==> src/rtl/uart_tx_frame.sv <==
// uart_tx_frame
//   Self-timed UART transmitter: internal baud divider, DATA_BITS payload
//   sent LSB first, optional parity bit, STOP_BITS stop bits. Accepts one
//   payload per valid/ready handshake and drives a registered serial line.
//
// Handshake: a payload transfers on the rising edge where tx_valid and
//   tx_ready are both high. tx_data is latched on that edge. tx_valid alone
//   has no effect, and the source holds tx_data stable until the transfer.
//
// Ports
//   clk       in   rising-edge clock
//   reset     in   asynchronous, active-low reset
//   tx_data   in   payload, sampled only on the handshake edge
//   tx_valid  in   source offers a payload
//   tx_ready  out  a payload can be accepted this cycle
//   tx_out    out  serial line, idle high, registered
//   tx_busy   out  a frame is on the line (state other than IDLE)
//   tx_done   out  one-cycle pulse in the cycle after the last stop bit
//
// Optional build macro UART_TX_HOLD_EN: adds a one-entry holding register
//   so the next payload can be accepted while a frame is in flight; a held
//   payload starts immediately after the current frame's last stop period.
//   Without the macro tx_ready is high only in IDLE.
//
// The FSM state is held in the enum-typed signal state_q for checker binding.

module uart_tx_frame #(
  parameter int DATA_BITS    = 8,
  parameter int PARITY_MODE  = 0,
  parameter int STOP_BITS    = 1,
  parameter int CLKS_PER_BIT = 16
) (
  input  logic                 clk,
  input  logic                 reset,
  input  logic [DATA_BITS-1:0] tx_data,
  input  logic                 tx_valid,
  output logic                 tx_ready,
  output logic                 tx_out,
  output logic                 tx_busy,
  output logic                 tx_done
);

  if (DATA_BITS < 5 || DATA_BITS > 9) begin : g_bad_data_bits
    $error("uart_tx_frame: DATA_BITS must be in 5..9");
  end
  if (PARITY_MODE < 0 || PARITY_MODE > 2) begin : g_bad_parity_mode
    $error("uart_tx_frame: PARITY_MODE must be 0, 1 or 2");
  end
  if (STOP_BITS < 1 || STOP_BITS > 2) begin : g_bad_stop_bits
    $error("uart_tx_frame: STOP_BITS must be 1 or 2");
  end
  if (CLKS_PER_BIT < 2) begin : g_bad_clks_per_bit
    $error("uart_tx_frame: CLKS_PER_BIT must be >= 2");
  end

  localparam int BAUD_W = (CLKS_PER_BIT < 2) ? 1 : $clog2(CLKS_PER_BIT);
  localparam int BIT_W  = $clog2(DATA_BITS + 1);

  localparam logic [BAUD_W-1:0] BAUD_LAST = BAUD_W'(CLKS_PER_BIT - 1);
  localparam logic [BIT_W-1:0]  DATA_LAST = BIT_W'(DATA_BITS - 1);
  localparam logic [BIT_W-1:0]  STOP_LAST = BIT_W'(STOP_BITS - 1);

  typedef enum logic [2:0] {
    IDLE   = 3'd0,
    START  = 3'd1,
    DATA   = 3'd2,
    PARITY = 3'd3,
    STOP   = 3'd4
  } state_t;

  state_t                 state_q, state_d;
  logic [BAUD_W-1:0]      baud_q, baud_d;
  logic [BIT_W-1:0]       bit_q, bit_d;
  logic [DATA_BITS-1:0]   shift_q, shift_d;
  logic                   par_q, par_d;
  logic                   out_q, out_d;
  logic                   done_q, done_d;

  logic                   accept;
  logic                   baud_last;
  logic                   can_start;
  logic                   start_frame;
  logic [DATA_BITS-1:0]   start_word;

  function automatic logic parity_of(input logic [DATA_BITS-1:0] d);
    return (PARITY_MODE == 2) ? ~(^d) : (^d);
  endfunction

  assign accept    = tx_valid && tx_ready;
  assign baud_last = (baud_q == BAUD_LAST);

`ifdef UART_TX_HOLD_EN
  logic [DATA_BITS-1:0] hold_q, hold_d;
  logic                 hold_full_q, hold_full_d;

  // A held payload always wins over the input port so frames stay in order.
  assign tx_ready   = ~hold_full_q;
  assign can_start  = hold_full_q | accept;
  assign start_word = hold_full_q ? hold_q : tx_data;
`else
  assign tx_ready   = (state_q == IDLE);
  assign can_start  = accept;
  assign start_word = tx_data;
`endif

  always_comb begin
    state_d     = state_q;
    baud_d      = baud_q;
    bit_d       = bit_q;
    shift_d     = shift_q;
    par_d       = par_q;
    out_d       = out_q;
    done_d      = 1'b0;
    start_frame = 1'b0;
`ifdef UART_TX_HOLD_EN
    hold_d      = hold_q;
    hold_full_d = hold_full_q;
`endif

    case (state_q)
      IDLE: begin
        out_d       = 1'b1;
        start_frame = can_start;
      end

      START: begin
        if (baud_last) begin
          baud_d  = '0;
          bit_d   = '0;
          state_d = DATA;
          out_d   = shift_q[0];
        end else begin
          baud_d = baud_q + BAUD_W'(1);
        end
      end

      DATA: begin
        if (baud_last) begin
          baud_d = '0;
          if (bit_q == DATA_LAST) begin
            bit_d = '0;
            if (PARITY_MODE != 0) begin
              state_d = PARITY;
              out_d   = par_q;
            end else begin
              state_d = STOP;
              out_d   = 1'b1;
            end
          end else begin
            // Shift first so the next bit is always at position 0.
            bit_d   = bit_q + BIT_W'(1);
            shift_d = shift_q >> 1;
            out_d   = shift_q[1];
          end
        end else begin
          baud_d = baud_q + BAUD_W'(1);
        end
      end

      PARITY: begin
        if (baud_last) begin
          baud_d  = '0;
          bit_d   = '0;
          state_d = STOP;
          out_d   = 1'b1;
        end else begin
          baud_d = baud_q + BAUD_W'(1);
        end
      end

      STOP: begin
        if (baud_last) begin
          baud_d = '0;
          if (bit_q == STOP_LAST) begin
            bit_d       = '0;
            done_d      = 1'b1;
            state_d     = IDLE;
            out_d       = 1'b1;
            // With a held payload the next frame starts with no idle cycle.
            start_frame = can_start;
          end else begin
            bit_d = bit_q + BIT_W'(1);
          end
        end else begin
          baud_d = baud_q + BAUD_W'(1);
        end
      end

      default: begin
        state_d = IDLE;
        baud_d  = '0;
        bit_d   = '0;
        out_d   = 1'b1;
      end
    endcase

    // Parity is fixed at load time from the payload that enters the shifter.
    if (start_frame) begin
      state_d = START;
      baud_d  = '0;
      bit_d   = '0;
      shift_d = start_word;
      par_d   = parity_of(start_word);
      out_d   = 1'b0;
    end

`ifdef UART_TX_HOLD_EN
    if (start_frame && hold_full_q) begin
      hold_full_d = 1'b0;
    end
    // A payload not consumed directly by a frame start parks in the hold slot.
    if (accept && !(start_frame && !hold_full_q)) begin
      hold_d      = tx_data;
      hold_full_d = 1'b1;
    end
`endif
  end

  always_ff @(posedge clk or negedge reset) begin
    if (!reset) begin
      state_q <= IDLE;
      baud_q  <= '0;
      bit_q   <= '0;
      shift_q <= '0;
      par_q   <= 1'b0;
      out_q   <= 1'b1;
      done_q  <= 1'b0;
    end else begin
      state_q <= state_d;
      baud_q  <= baud_d;
      bit_q   <= bit_d;
      shift_q <= shift_d;
      par_q   <= par_d;
      out_q   <= out_d;
      done_q  <= done_d;
    end
  end

`ifdef UART_TX_HOLD_EN
  always_ff @(posedge clk or negedge reset) begin
    if (!reset) begin
      hold_q      <= '0;
      hold_full_q <= 1'b0;
    end else begin
      hold_q      <= hold_d;
      hold_full_q <= hold_full_d;
    end
  end
`endif

  assign tx_out  = out_q;
  assign tx_busy = (state_q != IDLE);
  assign tx_done = done_q;

endmodule

==> config.mk <==
export PLATFORM = sky130hd
export DESIGN_NAME = uart_tx_frame
export DESIGN_NICKNAME = d
export VERILOG_FILES = /design/src/rtl/uart_tx_frame.sv
export SDC_FILE = /design/constraint.sdc
export NUM_CORES = 1
export LEC_CHECK = 0
export ABC_CLOCK_PERIOD_IN_PS = 3100
export BUFFER_PORTS_ARGS = -buffer_cell sky130_fd_sc_hd__buf_2
export CORE_MARGIN = 1
export CORE_UTILIZATION = 55
export CTS_CLUSTER_DIAMETER = 50
export DETAILED_ROUTE_END_ITERATION = 8
export PLACE_DENSITY = 0.81
export SLEW_MARGIN = 10
export SYNTH_ARGS = -nofsm -noshare
export SYNTH_HDL_FRONTEND = slang
export SYNTH_SLANG_ARGS = --single-unit
==> constraint.sdc <==
create_clock -name clk -period 3.1 [get_ports clk]
set_input_delay 0.31 -clock clk [delete_from_list [all_inputs] [get_ports clk]]
set_output_delay 0.31 -clock clk [all_outputs]
set_load 0.01 [all_outputs]
**Word-level counts from Yosys, hierarchy flattened**

Index checks and enable logic that the tools add are counted.

- Add/sub/neg operators: 2
- Eq/ne operators: 15
- Multiplexer cells: 36
- Reductions and logical operators: 12

Operators by type and width:

| cell | number |
|---|---|
| 4-bit 2-to-1 mux | 8 |
| 8-bit 2-to-1 mux | 4 |
| 3-bit 2-to-1 mux | 7 |
| 3-bit != test (second input constant) | 6 |
| 4-bit case mux with 4 select lines | 1 |
| 3-bit case mux with 5 select lines | 1 |
| 1-bit 2-to-1 mux | 12 |
| 4-bit by 1-bit adder with 4-bit output (second input constant) | 2 |
| 4-bit case mux with 2 select lines | 1 |
| 7-bit AND reduction | 1 |
| 3-bit by 2-bit == test with 1-bit output (second input constant) | 2 |
| 5-bit AND reduction | 1 |
| 4-bit by 3-bit == test with 1-bit output (second input constant) | 1 |
| 4-bit == test (second input constant) | 1 |
| 4-bit logical NOT | 1 |
| 1-bit case mux with 4 select lines | 1 |
| 4-bit AND reduction | 1 |
| 2-bit nonzero test | 2 |
| 4-bit OR reduction | 1 |
| 3-bit by 1-bit == test with 1-bit output (second input constant) | 1 |
| 3-bit == test (second input constant) | 1 |
| 3-bit logical NOT | 1 |
| 3-bit by 1-bit != test with 1-bit output (second input constant) | 1 |
| 3-bit AND reduction | 1 |
| other kinds (6) | 6 |

- Bits in registers: 21
- Output and inout port bits: 4
- Word-level logic and storage cells: 71

**Logic depth before layout (Yosys ltp)**

Gate-level depths: netlist of the first run.

- Depth in word-level cells: 7
- Gate-level depth with buffers: 6
- Depth with buffers taken out: 6

**Worst setup path after synthesis of the first run**

OpenSTA, ideal clock, no wires.

- Path kind: reg-to-reg
- From: reg bit_q[0]
- To: reg bit_q[3]
- Library setup time: 122 ps
- Arrival: 1539 ps
- Data required time: 2978 ps
- Path slack: 1440 ps
- Stages on the path, launching flop included: 7
- Path buffers: 0
- Clock period less this slack: 1660 ps
- Cells stage by stage: dfrtp_1 > inv_1 > ha_1 > or3b_4 > a22oi_2 > o221ai_1 > a32o_1

- Word-level cells in the longest chain between the ends: 6

RTL lines:

| what | line | source |
|---|---|---|
| start: declaration | 73 | `logic [BIT_W-1:0] bit_q, bit_d;` |
| start signal: assignment | 231 | `bit_q <= bit_d;` |
| branches (longest 6 deep; another with 4-bit by 1-bit adder with 4-bit output) | -- |  |

Several ways; the timed one is not identified. The select of a mux whose other input is x is not followed.
A chain may end at the register's enable or synchronous reset.

**Worst setup path in the final report of the first run**

Same ends and word-level chain as after synthesis.

==> results of run 1 <==
worst paths after layout:
path / from / end / slack (ns)
max: bit_q[0]$_DFFE_PN0P_ / bit_q[3]$_DFFE_PN0P_ / 1.22
min: tx_data[7] / shift_q[7]$_DFFE_PN0P_ / 0.23
max reg2reg: bit_q[0]$_DFFE_PN0P_ / bit_q[3]$_DFFE_PN0P_ / 1.22
min reg2reg: tx_out$_DFFE_PN1P_ / tx_out$_DFFE_PN1P_ / 0.49
max in group asynchronous: reset / tx_out$_DFFE_PN1P_ / 2.28
min in group asynchronous: reset / tx_done$_DFF_PN0_ / 0.47
area by class of cell:
cell class	count	area share [%]
Clock buffer	3	1.685
Clock inverter	1	0.3745
Inverter	7	1.966
Multi-Input combinational cell	86	46.91
Sequential cell	21	39.42
Tap cell	27	2.528
Timing Repair Buffer	17	7.116
cells in the mapped netlist (2+ instances only):
| cell type | instances |
|---|---|
| nor2_1 | 7 |
| o22ai_1 | 2 |
| nor3b_1 | 2 |
| nor4_1 | 2 |
| xor2_1 | 2 |
| o21ai_1 | 10 |
| nand3b_1 | 4 |
| nor3_1 | 3 |
| a22o_1 | 3 |
| buf_2 | 3 |
| a21o_1 | 2 |
| nand2_1 | 9 |
| mux2i_1 | 9 |
| a21oi_1 | 2 |
| inv_1 | 5 |
| dfrtp_1 | 20 |
| a31oi_1 | 2 |
| ha_1 | 3 |
| inv_2 | 2 |
through the flow:
step | utilization, % | cells | setup slack, ns
2_1_floorplan | - | 119 | 1.440
3_3_place_gp | 64.23 | 157 | 1.315
3_5_place_dp | 64.23 | 157 | 1.278
4_1_cts | 66.09 | 162 | 1.233
5_1_grt | 66.09 | 162 | 1.131
6_report | 66.09 | 162 | 1.221
sequential cells by signal (all words and copies together) (netlist names):
name and count:
state_q 3, tx_out 1, tx_done 1, shift_q 8
baud_q 4, bit_q 4
worst max-delay path: stages, from the launching register on:
cell and delay, ns:
dfrtp_1 0.44, inv_1 0.11, ha_1 0.15, or3b_4 0.40
a22oi_2 0.29, o221ai_1 0.16, a32o_1 0.23
routing by layer:
metal | vias up | global-route usage (%) | part of all wire (%)
li1 | 464 | - | -
met3 | 6 | 3.738 | 5.1
met5 | - | 0 | 0
met4 | 0 | 7.843 | 1.6
met1 | 458 | 27.62 | 46
met2 | 45 | 36.57 | 47
power by group:
| group | internal (mW) | total, mW | leakage [nW] | switching [mW] |
|---|---|---|---|---|
| combinational | 0.210 | 0.424 | 0.303 | 0.214 |
| clock | 0.0481 | 0.130 | 0.0177 | 0.0822 |
| sequential | 0.377 | 0.500 | 0.263 | 0.123 |
cells by family after synthesis:
kind of cell	after synthesis	share of synthesized area (%)
mux	10	8.660
compound gates	32	18.25
fa+ha+maj	3	3.093
buf+inv	12	4.949
flops	21	43.40
simple gates	38	19.48
xor+xnor	3	2.165
what timing repair did:
item                                   CTS  global route
resized for setup                        0             0
endpoints found under the hold margin   20             0
hold buffers                             1             0
==> results by stage, run 1 <==
Synthesis:
- The total of flip-flops plus latches after synthesis is 21.
- The count of flip-flops with a built-in enable after synthesis is 0.
- The top-area cell type share of the netlist area is 41.24%.
- The average cell area after synthesis is 10.20 um2.
- The yosys synthesis warning count is 0.
- The number of different library cells used by synthesis comes to 46.
- The synthesized netlist occupies a cell area of 1214 um2.
- In the synthesized netlist the dominant register cell turns out to be dfrtp_1.
- Summing the sequential cell areas from Yosys gives 43.40% of the chip area.
- The share of flip-flops with an asynchronous set or reset after synthesis is 100.0%.
- The synthesized instance count is 119.
- The synthesized net count is 133.
- Sorting the synthesized cells by area gives the leading types as dfrtp_1 41%, mux2i_1 7.4%, o21ai_1 4.1%.
- The cell accounting for the most synthesized area is dfrtp_1.

Die:
- The vertical die dimension is 48.98 um.
- In this run the standard cell core region covers 2022 um2.
- The width of the chip is 48.98 um.
- The total die area is 2399 um2.
- After floorplanning, the core was divided into 16 placement rows.
- In this run the count of I/O pins placed on the die edge is 15.
- The initial core utilization is 60.02%.

Timing:
- The headroom to the max-slew limit is 63.99%.
- The number of pins with negative max-slew slack in the final report is 0.
- The final period demand of the worst path is roughly 1.9 ns.
- The worst clock skew is roughly 0.0013 ns.
- Setup repair after global routing left no endpoint under its margin.
- The total negative slack is 0 ns.
- The hold slack is 0.2257 ns.
- The slew at the pin closest to its max-slew limit is roughly 0.54 ns.
- Static timing analysis puts the maximum clock frequency at between 500 and 600 MHz.
- The count of endpoints failing hold in the final timing report came to 0.
- The total setup violations reported at the end of the flow is 0.
- The ratio of final minimum period to clock period is roughly three fifths.

Clock network:
- TritonCTS built the clock tree.
- At the later pin of the worst-skew pair, clock insertion delay measures 0.30 ns.
- The clock passes through at most 2 buffers.
- The number of H-tree branching levels is 1.
- In this run the clock root is driven by a clkbuf_4.
- The number of sinks driven by the clock tree is 21.
- The count of buffers added by post-CTS timing repair for setup is 0.
- Clock-pin slew was measured on the worst setup and hold paths at 0.11 ns.
- The number of clock buffers added by TritonCTS is 3.

Placement:
- The count of input and output buffers is 14.
- The HPWL after detailed placement is 1.688 mm.
- The congestion estimate from routability-driven global placement came to approximately 0.85.
- Summing all placed instances gives a cell area of 1299 um2.

Setup path:
- Of all nets on the critical path, the largest fanout is 4.
- STA classifies the critical path endpoint as a register.
- The setup path with the least slack is of type register to register.
- The critical path required time is approximately 3.3 ns.
- The cell count of the worst reg-to-reg path is 6.
- The critical path startpoint category is a register.
- At the worst endpoint, the arrival time is about 2.1 ns.

Routing:
- The number of iterations in the first detailed-routing pass is 4.
- Summing over every cut layer, the via total after detailed routing is 973.
- For this block, the routed nets add up to 2.333 mm of wire.
- The detailed router finished its first iteration with 43 violations.
- The routed via count divided by cell count is 6.006.
- The number of remaining DRC errors is 0.
- The number of antenna-violating nets in the routed design is 0.
- In the final routed layout, each cell accounts on average for 14.40 um.

Final layout:
- The finished layout cell area is 1336 um2.
- Leaving out fill and tap cells, the most frequent cell in the layout is dfrtp_1.
- Leaving out fill and tap cells, the most frequent cells in the layout are 20 x dfrtp_1, 14 x buf_2, 10 x o21ai_1.
- After the last flow step, the layout net total stands at 150.
- Counting the fill cells in the layout gives 169.
- The fraction of final layout cells with drive strength greater than 1 is 23.70%.
- The repair_antennas step left the layout with diodes totalling 0.
- The sequential cells in the finished layout cover a total of 526.8 um2.
- The area of the multi-input gates is 626.9 um2.
- The synthesis-to-finish area growth is 10.10%.

Power:
- The leakage power of the design is 0.5832 nW.
- For this design the ratio of total power to cell area is 788.9 nW/um2.
- Power comes to 1.054 mW.
- The maximum ir drop on the vdd rail is 0.4675 mV.

Worst hold path:
- The class of the worst hold path is input port to register.
- The cell depth of the worst min-delay path is 2.

Job:
- The reported max-cap violation count is 0.

Global route:
- The number of antenna violations at the first check in global routing is 0.
- For this run the aggregate overflow at the end of global routing stands at 0.
- The overall track demand over capacity in global routing is 21.61%.
- Entering global routing, the biggest net connects 22 pins.
- The number of global-route vias before repair is between 900 and 1000.
- The first-pass GRT wire length is 4.071 mm.

Status:
- The run finished with clean final reports.
Power figures use the tool's default switching activity.
==> inputs of run 2 (changes only) <==
--- a/config.mk
+++ b/config.mk
@@ -5,13 +5,13 @@
 export SDC_FILE = /design/constraint.sdc
 export NUM_CORES = 1
 export LEC_CHECK = 0
-export ABC_CLOCK_PERIOD_IN_PS = 3100
+export ABC_CLOCK_PERIOD_IN_PS = 1700
 export BUFFER_PORTS_ARGS = -buffer_cell sky130_fd_sc_hd__buf_2
 export CORE_MARGIN = 1
-export CORE_UTILIZATION = 55
+export CORE_UTILIZATION = 51
 export CTS_CLUSTER_DIAMETER = 50
 export DETAILED_ROUTE_END_ITERATION = 8
-export PLACE_DENSITY = 0.81
+export PLACE_DENSITY = 0.79
 export SLEW_MARGIN = 10
 export SYNTH_ARGS = -nofsm -noshare
 export SYNTH_HDL_FRONTEND = slang
==> constraint.sdc (replaced) <==
create_clock -name clk -period 1.7 [get_ports clk]
set_input_delay 0.17 -clock clk [delete_from_list [all_inputs] [get_ports clk]]
set_output_delay 0.17 -clock clk [all_outputs]
set_load 0.01 [all_outputs]
==> run 2 against run 1 <==
  * The flow now finishes with violations (setup timing)
  * Wire length up 14%
  * Setup slack got worse by 1.2 ns
  * Critical path depth unchanged
  * Register-to-register slack got worse by 1.2 ns
  * Power grew 100%
  * Clock skew is 0.00060 ns lower
  * Sequential power increased by 75%
  * Die area is 7.5% higher
  * Cell count up 11%
  * Clock power up 87%
  * Largest power group is now combinational cells
==> results by stage, run 2 (synthesized netlist as in run 1, its figures left out) <==
Final layout:
- The fraction of final layout cells with drive strength greater than 1 was 38.16% (was 23.70%).
- Top Registers: shift_q x8, baud_q x4, bit_q x4 (unchanged).
- The flip-flop count of the largest register after layout is 8 (unchanged).
- The register containing the most flip-flops in the final layout was shift_q (unchanged).
- The count of antenna diodes in the layout is 0 (unchanged).
- The final cell count without fillers is 180 (was 162).
- The final standard cell utilization of the core was 67.51% (was 66.09%).
- The leading cell type in the layout, fill and taps excluded is buf_4 (was dfrtp_1).
- The synthesis-to-finish area growth is 24.23% (was 10.10%).
- The finished layout cell area is 1508 um2 (was 1336 um2).
- The final-stage net count is 167 (was 150).
- Commonest non-fill, non-tap cells in the layout: 19 x buf_4, 18 x dfrtp_1, 14 x buf_2 (was 20 x dfrtp_1, 14 x buf_2, 10 x o21ai_1).
- The fill cell total of the finished layout is 174 (was 169).

Placement:
- The HPWL after detailed placement is 1.938 mm (was 1.688 mm).
- The count of input and output buffers is 14 (unchanged).
- The post-detailed-placement cell area is 1383 um2 (was 1299 um2).
- The post-placement setup slack was -0.02519 ns (was 1.278 ns).
- The placed instance count came to 169 (was 157).
- The last weighted congestion value of the routability-driven placer is 0.8140 (was 0.8499).

Power:
- The leakage power of the design is 0.6717 nW (was 0.5832 nW).
- The final total power came to 2.156 mW (was 1.054 mW).
- The power per cell area is 1430 nW/um2 (was 788.9 nW/um2).
- The maximum ir drop on the vdd rail is 1.047 mV (was 0.4675 mV).

Die:
- The total die area came to 2579 um2 (was 2399 um2).
- The vertical die dimension is 50.78 um (was 48.98 um).
- The placeable core area is 2233 um2 (was 2022 um2).
- The width of the chip is 50.78 um (was 48.98 um).
- The total I/O pin count is 15 (unchanged).
- The initial core utilization is 54.34% (was 60.02%).
- The number of cell rows is 17 (was 16).

Timing:
- The final period demand of the worst path came to 1.724 ns (was 1.879 ns).
- The count of endpoints failing hold in the final timing report is 0 (unchanged).
- The total negative slack was -0.02369 ns (was 0 ns).
- The total setup violations reported at the end of the flow is 1 (was 0).
- The worst-case setup margin in the final layout is -0.02369 ns (was 1.221 ns).
- The headroom to the max-slew limit is 68.39% (was 63.99%).
- Unrepaired setup endpoints after global routing: true (was false).
- The hold slack was 0.09016 ns (was 0.2257 ns).
- The maximum frequency from static timing analysis is 580.1 MHz (was 532.1 MHz).
- The slew at the pin closest to its max-slew limit is 0.4741 ns (was 0.5401 ns).
- The number of pins with negative max-slew slack in the final report is 0 (unchanged).
- The ratio of final minimum period to clock period came to 101.4% (was 60.63%).
- The worst clock skew is 0.0007109 ns (was 0.001311 ns).

Global route:
- The largest net degree at the start of global routing was 22 (unchanged).
- The number of antenna violations at the first check in global routing came to 0 (unchanged).
- The first-pass GRT wire length is 4.595 mm (was 4.071 mm).
- The number of global-route vias before repair came to 1033 (was 929).
- The overall track demand over capacity in global routing is 23.83% (was 21.61%).
- The remaining global-route overflow is 0 (unchanged).

Setup path:
- The end point of the critical path is bit_q[3]$_DFFE_PN0P_ (unchanged).
- The buffering stage count on the worst path with inverters included was 1 (unchanged).
- The cell count of the worst reg-to-reg path is 6 (unchanged).
- The end of the worst register-to-register path is bit_q[3]$_DFFE_PN0P_ (unchanged).
- Cells along the critical path: inv_2 -> ha_4 -> or3b_4 -> a22oi_2 -> o221ai_1 -> a32o_2 (was inv_1 -> ha_1 -> or3b_4 -> a22oi_2 -> o221ai_1 -> a32o_1).
- The critical path class was register to register (unchanged).
- The arrival time at the worst endpoint is 1.93 ns (was 2.08 ns).
- The worst-path maximum fanout is 4 (unchanged).
- The startpoint of the most critical register-to-register path is bit_q[1]$_DFFE_PN0P_ (was bit_q[0]$_DFFE_PN0P_).
- The kind of cell adding the most delay to the critical path is compound AO/OA/AOI/OAI gates (unchanged).
- The endpoint type of the worst setup path is a register (unchanged).
- The stage delay of the slowest cell on the critical path came to 0.41 ns (was 0.44 ns).
- The setup slack on the worst flop-to-flop path is -0.02 ns (was 1.22 ns).
- The critical path startpoint category is a register (unchanged).
- The critical path required time was 1.90 ns (was 3.30 ns).
- The cell at the slowest stage of the critical path is dfrtp_1 (unchanged).
- The total number of cells along the worst setup path is 6 (unchanged).
- The worst setup path startpoint was bit_q[1]$_DFFE_PN0P_ (was bit_q[0]$_DFFE_PN0P_).

Routing:
- The number of antenna-violating nets in the routed design is 0 (unchanged).
- The number of iterations in the first detailed-routing pass was 5 (was 4).
- The mean routed wirelength per cell is 14.83 um (was 14.40 um).
- The number of violations reported at the end of detailed-routing iteration 0 is 17 (was 43).
- The routed wire length came to 2.670 mm (was 2.333 mm).
- The total number of vias is 1009 (was 973).
- The routed via count divided by cell count is 5.606 (was 6.006).
- The number of remaining DRC errors is 0 (unchanged).

Clock network:
- The CTS tree is built (unchanged).
- The clock network latency to the later pin of the worst-skew pair is 0.30 ns (about the same).
- The worst-case clock buffer depth is 2 (unchanged).
- The clock transition at the registers of the reported paths was 0.12 ns (was 0.11 ns).
- The buffer type at the clock tree root is clkbuf_4 (unchanged).
- The number of H-tree branching levels is 1 (unchanged).
- The number of clock buffers inserted by TritonCTS was 3 (unchanged).
- The number of sinks driven by the clock tree is 21 (unchanged).

Status:
- Status: finished with violations (was complete, no violations).
- The checks that failed: setup timing.

Worst hold path:
- The worst min-delay path startpoint is tx_data[7] (unchanged).
- The class of the worst hold path was input port to register (unchanged).

Job:
- The reported max-cap violation count is 0 (unchanged).
==> run 2: power by group <==
part / switching (mW) / internal (mW)
Clock: 0.155 / 0.0877
Sequential: 0.184 / 0.692
Combinational: 0.489 / 0.549
Total: 0.828 / 1.33
==> run 2: routing by layer <==
layer,share of wire [%],global-route usage (%),vias up
li1,-,-,501
met1,46,30.59,489
met2,52,40.00,17
met3,2.1,4.545,2
met4,0.60,7.870,0
met5,0,0,-
==> run 2: final cells by class <==
| type | count | area (um2) | share of cell area [%] |
|---|---|---|---|
| Clock inverter | 1 | 5.005 | 0.3319 |
| Multi-Input combinational cell | 86 | 666.9 | 44.23 |
| Clock buffer | 3 | 22.52 | 1.494 |
| Tap cell | 28 | 35.03 | 2.324 |
| Timing Repair Buffer | 34 | 222.7 | 14.77 |
| Sequential cell | 21 | 529.3 | 35.10 |
| Inverter | 7 | 26.28 | 1.743 |
==> run 2: repair_timing <==
action / CTS / global route
setup endpoints to repair: 1 / 6
hold endpoints to repair: 20 / 0
hold buffers: 1 / 0
resized for setup: 1 / 11
buffers inserted: 0 / 6
pin swaps: 1 / 6
==> run 2: worst min path at each step <==
stage                                   endpoint  slack (ns)  depth (start not counted)
final                     shift_q[7]$_DFFE_PN0P_        0.09                          2
after global routing      shift_q[7]$_DFFE_PN0P_        0.08                          2
after CTS                 shift_q[7]$_DFFE_PN0P_        0.09                          2
after detailed placement   baud_q[0]$_DFFE_PN0N_        0.16                          1
after global placement         tx_done$_DFF_PN0_        0.15                          1
after floorplan            baud_q[0]$_DFFE_PN0N_       -0.13                          0
==> inputs of run 3 (changes only) <==
--- a/config.mk
+++ b/config.mk
@@ -12,6 +12,7 @@
 export CTS_CLUSTER_DIAMETER = 50
 export DETAILED_ROUTE_END_ITERATION = 8
 export PLACE_DENSITY = 0.79
+export RECOVER_POWER = 100
 export SLEW_MARGIN = 10
 export SYNTH_ARGS = -nofsm -noshare
 export SYNTH_HDL_FRONTEND = slang
==> run 3 against run 2 <==
  * Register-to-register slack about the same
  * Highest routed layer unchanged
  * Critical path depth unchanged
  * Via count about the same
  * Fmax unchanged
  * First-iteration DRC count unchanged
  * Sequential share of layout area up 0.15 points
  * Sequential power about the same
  * Critical path type unchanged
  * Clock skew about the same
  * Cell area down 0.42%
  * The flow still finishes with violations (setup timing)
  * Cell count unchanged
  * Clock power about the same
==> results by stage, run 3 (synthesized netlist as in run 1, its figures left out) <==
Final layout:
- The count of antenna diodes in the layout was 0 (unchanged).
- The register containing the most flip-flops in the final layout is shift_q (unchanged).
- Commonest non-fill, non-tap cells in the layout: 18 x dfrtp_1, 18 x buf_4, 11 x buf_2 (was 19 x buf_4, 18 x dfrtp_1, 14 x buf_2).
- The final-stage net count is 167 (unchanged).
- Top Registers: shift_q x8, baud_q x4, bit_q x4 (unchanged).
- The synthesis-to-finish area growth was 23.71% (was 24.23%).
- The finished layout cell area is 1501 um2 (was 1508 um2).
- The fraction of final layout cells with drive strength greater than 1 is 36.18% (was 38.16%).
- The flip-flop count of the largest register after layout is 8 (unchanged).

Timing:
- Unrepaired setup endpoints after global routing: true (unchanged).
- The headroom to the max-slew limit is 24.29% (was 68.39%).
- The worst clock skew is 0.0009335 ns (was 0.0007109 ns).
- The slew at the pin closest to its max-slew limit came to 1.136 ns (was 0.4741 ns).
- The total setup violations reported at the end of the flow is 1 (unchanged).
- The worst-case setup margin in the final layout is -0.02369 ns (unchanged).
- The ratio of final minimum period to clock period was 101.4% (unchanged).
- The maximum frequency from static timing analysis was 580.1 MHz (unchanged).
- The count of endpoints failing hold in the final timing report came to 0 (unchanged).
- The final period demand of the worst path came to 1.724 ns (unchanged).
- The number of pins with negative max-slew slack in the final report is 0 (unchanged).

Routing:
- The number of remaining DRC errors is 0 (unchanged).
- The routed wire length is 2.672 mm (was 2.670 mm).
- The total number of vias is 1010 (was 1009).
- The number of violations reported at the end of detailed-routing iteration 0 came to 17 (unchanged).
- The number of iterations in the first detailed-routing pass is 5 (unchanged).
- The mean routed wirelength per cell is 14.84 um (was 14.83 um).
- The number of antenna-violating nets in the routed design is 0 (unchanged).
- The routed via count divided by cell count came to 5.611 (was 5.606).

Power:
- The maximum ir drop on the vdd rail came to 1.046 mV (was 1.047 mV).
- The leakage power of the design was 0.6606 nW (was 0.6717 nW).
- The final total power came to 2.152 mW (was 2.156 mW).
- The power per cell area is 1433 nW/um2 (was 1430 nW/um2).

Setup path:
- The stage delay of the slowest cell on the critical path is 0.41 ns (about the same).
- Cells along the critical path: inv_2 -> ha_4 -> or3b_4 -> a22oi_2 -> o221ai_1 -> a32o_2 (unchanged).
- The endpoint type of the worst setup path is a register (unchanged).
- The setup slack on the worst flop-to-flop path was -0.02 ns (about the same).
- The critical path required time is 1.90 ns (about the same).
- The critical path startpoint category is a register (unchanged).
- The critical path class is register to register (unchanged).
- The worst-path maximum fanout is 4 (unchanged).
- The cell at the slowest stage of the critical path is dfrtp_1 (unchanged).
- The arrival time at the worst endpoint came to 1.93 ns (about the same).

Die:
- The width of the chip is 50.78 um (unchanged).
- The total I/O pin count is 15 (unchanged).
- The placeable core area came to 2233 um2 (unchanged).
- The number of cell rows came to 17 (unchanged).
- The vertical die dimension is 50.78 um (unchanged).
- The total die area is 2579 um2 (unchanged).
- The initial core utilization is 54.34% (unchanged).

Clock network:
- The buffer type at the clock tree root is clkbuf_4 (unchanged).
- The number of sinks driven by the clock tree is 21 (unchanged).
- The CTS tree is built (unchanged).
- The number of H-tree branching levels is 1 (unchanged).
- The clock transition at the registers of the reported paths was 0.12 ns (about the same).
- The worst-case clock buffer depth is 2 (unchanged).
- The number of clock buffers inserted by TritonCTS is 3 (unchanged).
- The clock network latency to the later pin of the worst-skew pair was 0.30 ns (about the same).

Worst hold path:
- The class of the worst hold path is input port to register (unchanged).

Job:
- The reported max-cap violation count was 0 (unchanged).

Global route:
- The largest net degree at the start of global routing is 22 (unchanged).
- The number of antenna violations at the first check in global routing was 0 (unchanged).
- The first-pass GRT wire length came to 4.595 mm (unchanged).
- The number of global-route vias before repair is 1033 (unchanged).
- The remaining global-route overflow is 0 (unchanged).
- The overall track demand over capacity in global routing is 23.83% (unchanged).

Placement:
- The count of input and output buffers was 14 (unchanged).
- The post-detailed-placement cell area came to 1383 um2 (unchanged).
- The HPWL after detailed placement is 1.938 mm (unchanged).
- The last weighted congestion value of the routability-driven placer is 0.8140 (unchanged).

Status:
- Status: finished with violations (unchanged).
- Violations in the final reports: setup timing (unchanged).
## run 3: changes by cell type in the layout (fill, tap and decap cells not counted), sizes merged
cell	delta
clkbuf	+4
buf	-4
## run 3: final timing paths
kind / startpoint / endpoint / cells past startpoint
setup / recovery: bit_q[1]$_DFFE_PN0P_ / bit_q[3]$_DFFE_PN0P_ / 6
hold / removal: tx_data[7] / shift_q[7]$_DFFE_PN0P_ / 2
setup reg to reg: bit_q[1]$_DFFE_PN0P_ / bit_q[3]$_DFFE_PN0P_ / 6
hold reg to reg: tx_out$_DFFE_PN1P_ / tx_out$_DFFE_PN1P_ / 2
max in group asynchronous: reset / state_q[1]$_DFFE_PN0P_ / 2
min in group asynchronous: reset / bit_q[2]$_DFFE_PN0P_ / 2
## run 3: what timing repair did
| item | in CTS | in global routing |
|---|---|---|
| gates resized for setup | 1 | 11 |
| setup buffers | 0 | 6 |
| pin swaps | 1 | 6 |
| setup endpoints to repair | 1 | 6 |
| hold buffers | 1 | 0 |
| endpoints found under the hold margin | 20 | 0 |
## run 3: critical path, delay by kind of cell, from the launching register on
| kind | cells | cell delay [ns] |
|---|---|---|
| AOI/OAI and AO/OA | 3 | 0.61 |
| adders and majority gates | 1 | 0.12 |
| buffers and inverters | 1 | 0.09 |
| DFF | 1 | 0.41 |
| and+or+nand+nor | 1 | 0.39 |
## run 3: where the power goes
part	switching [mW]	internal, mW	leakage, nW
registers	0.184	0.692	0.261
logic	0.489	0.544	0.382
clock network	0.155	0.0877	0.0177
## run 3: per-stage QoR
step / instances / util [%] / hold slack [ns] / TNS [ns] / worst slack, ns
global placement: 169 / 61.90 / 0.1504 / 0 / 0.03116
detailed placement: 169 / 61.90 / 0.1551 / -0.02519 / -0.02519
floorplan: 119 / - / -0.1256 / 0 / 0.03965
CTS: 174 / 63.59 / 0.08944 / 0 / 0.003858
global route: 180 / 67.23 / 0.08421 / -0.1412 / -0.08086
finish: 180 / 67.23 / 0.09057 / -0.02369 / -0.02369
## run 3: layout make-up
cell class                 count  area (um2)
sequential                    21       529.3
clock inverter                 1       5.005
multi-input combinational     86       666.9
inverter                       7       26.28
timing repair buffer          34       216.5
tap                           28       35.03
fill                         178       732.0
clock buffer                   3       22.52
## run 3: routing by layer
metal,routed length [um],track usage [%],up-vias,part of all wire (%)
li1,-,-,501,-
met1,1224,30.59,490,46
met2,1374,40.00,17,51
met3,56,4.545,2,2.1
met4,16,7.870,0,0.60
met5,0,0,-,0
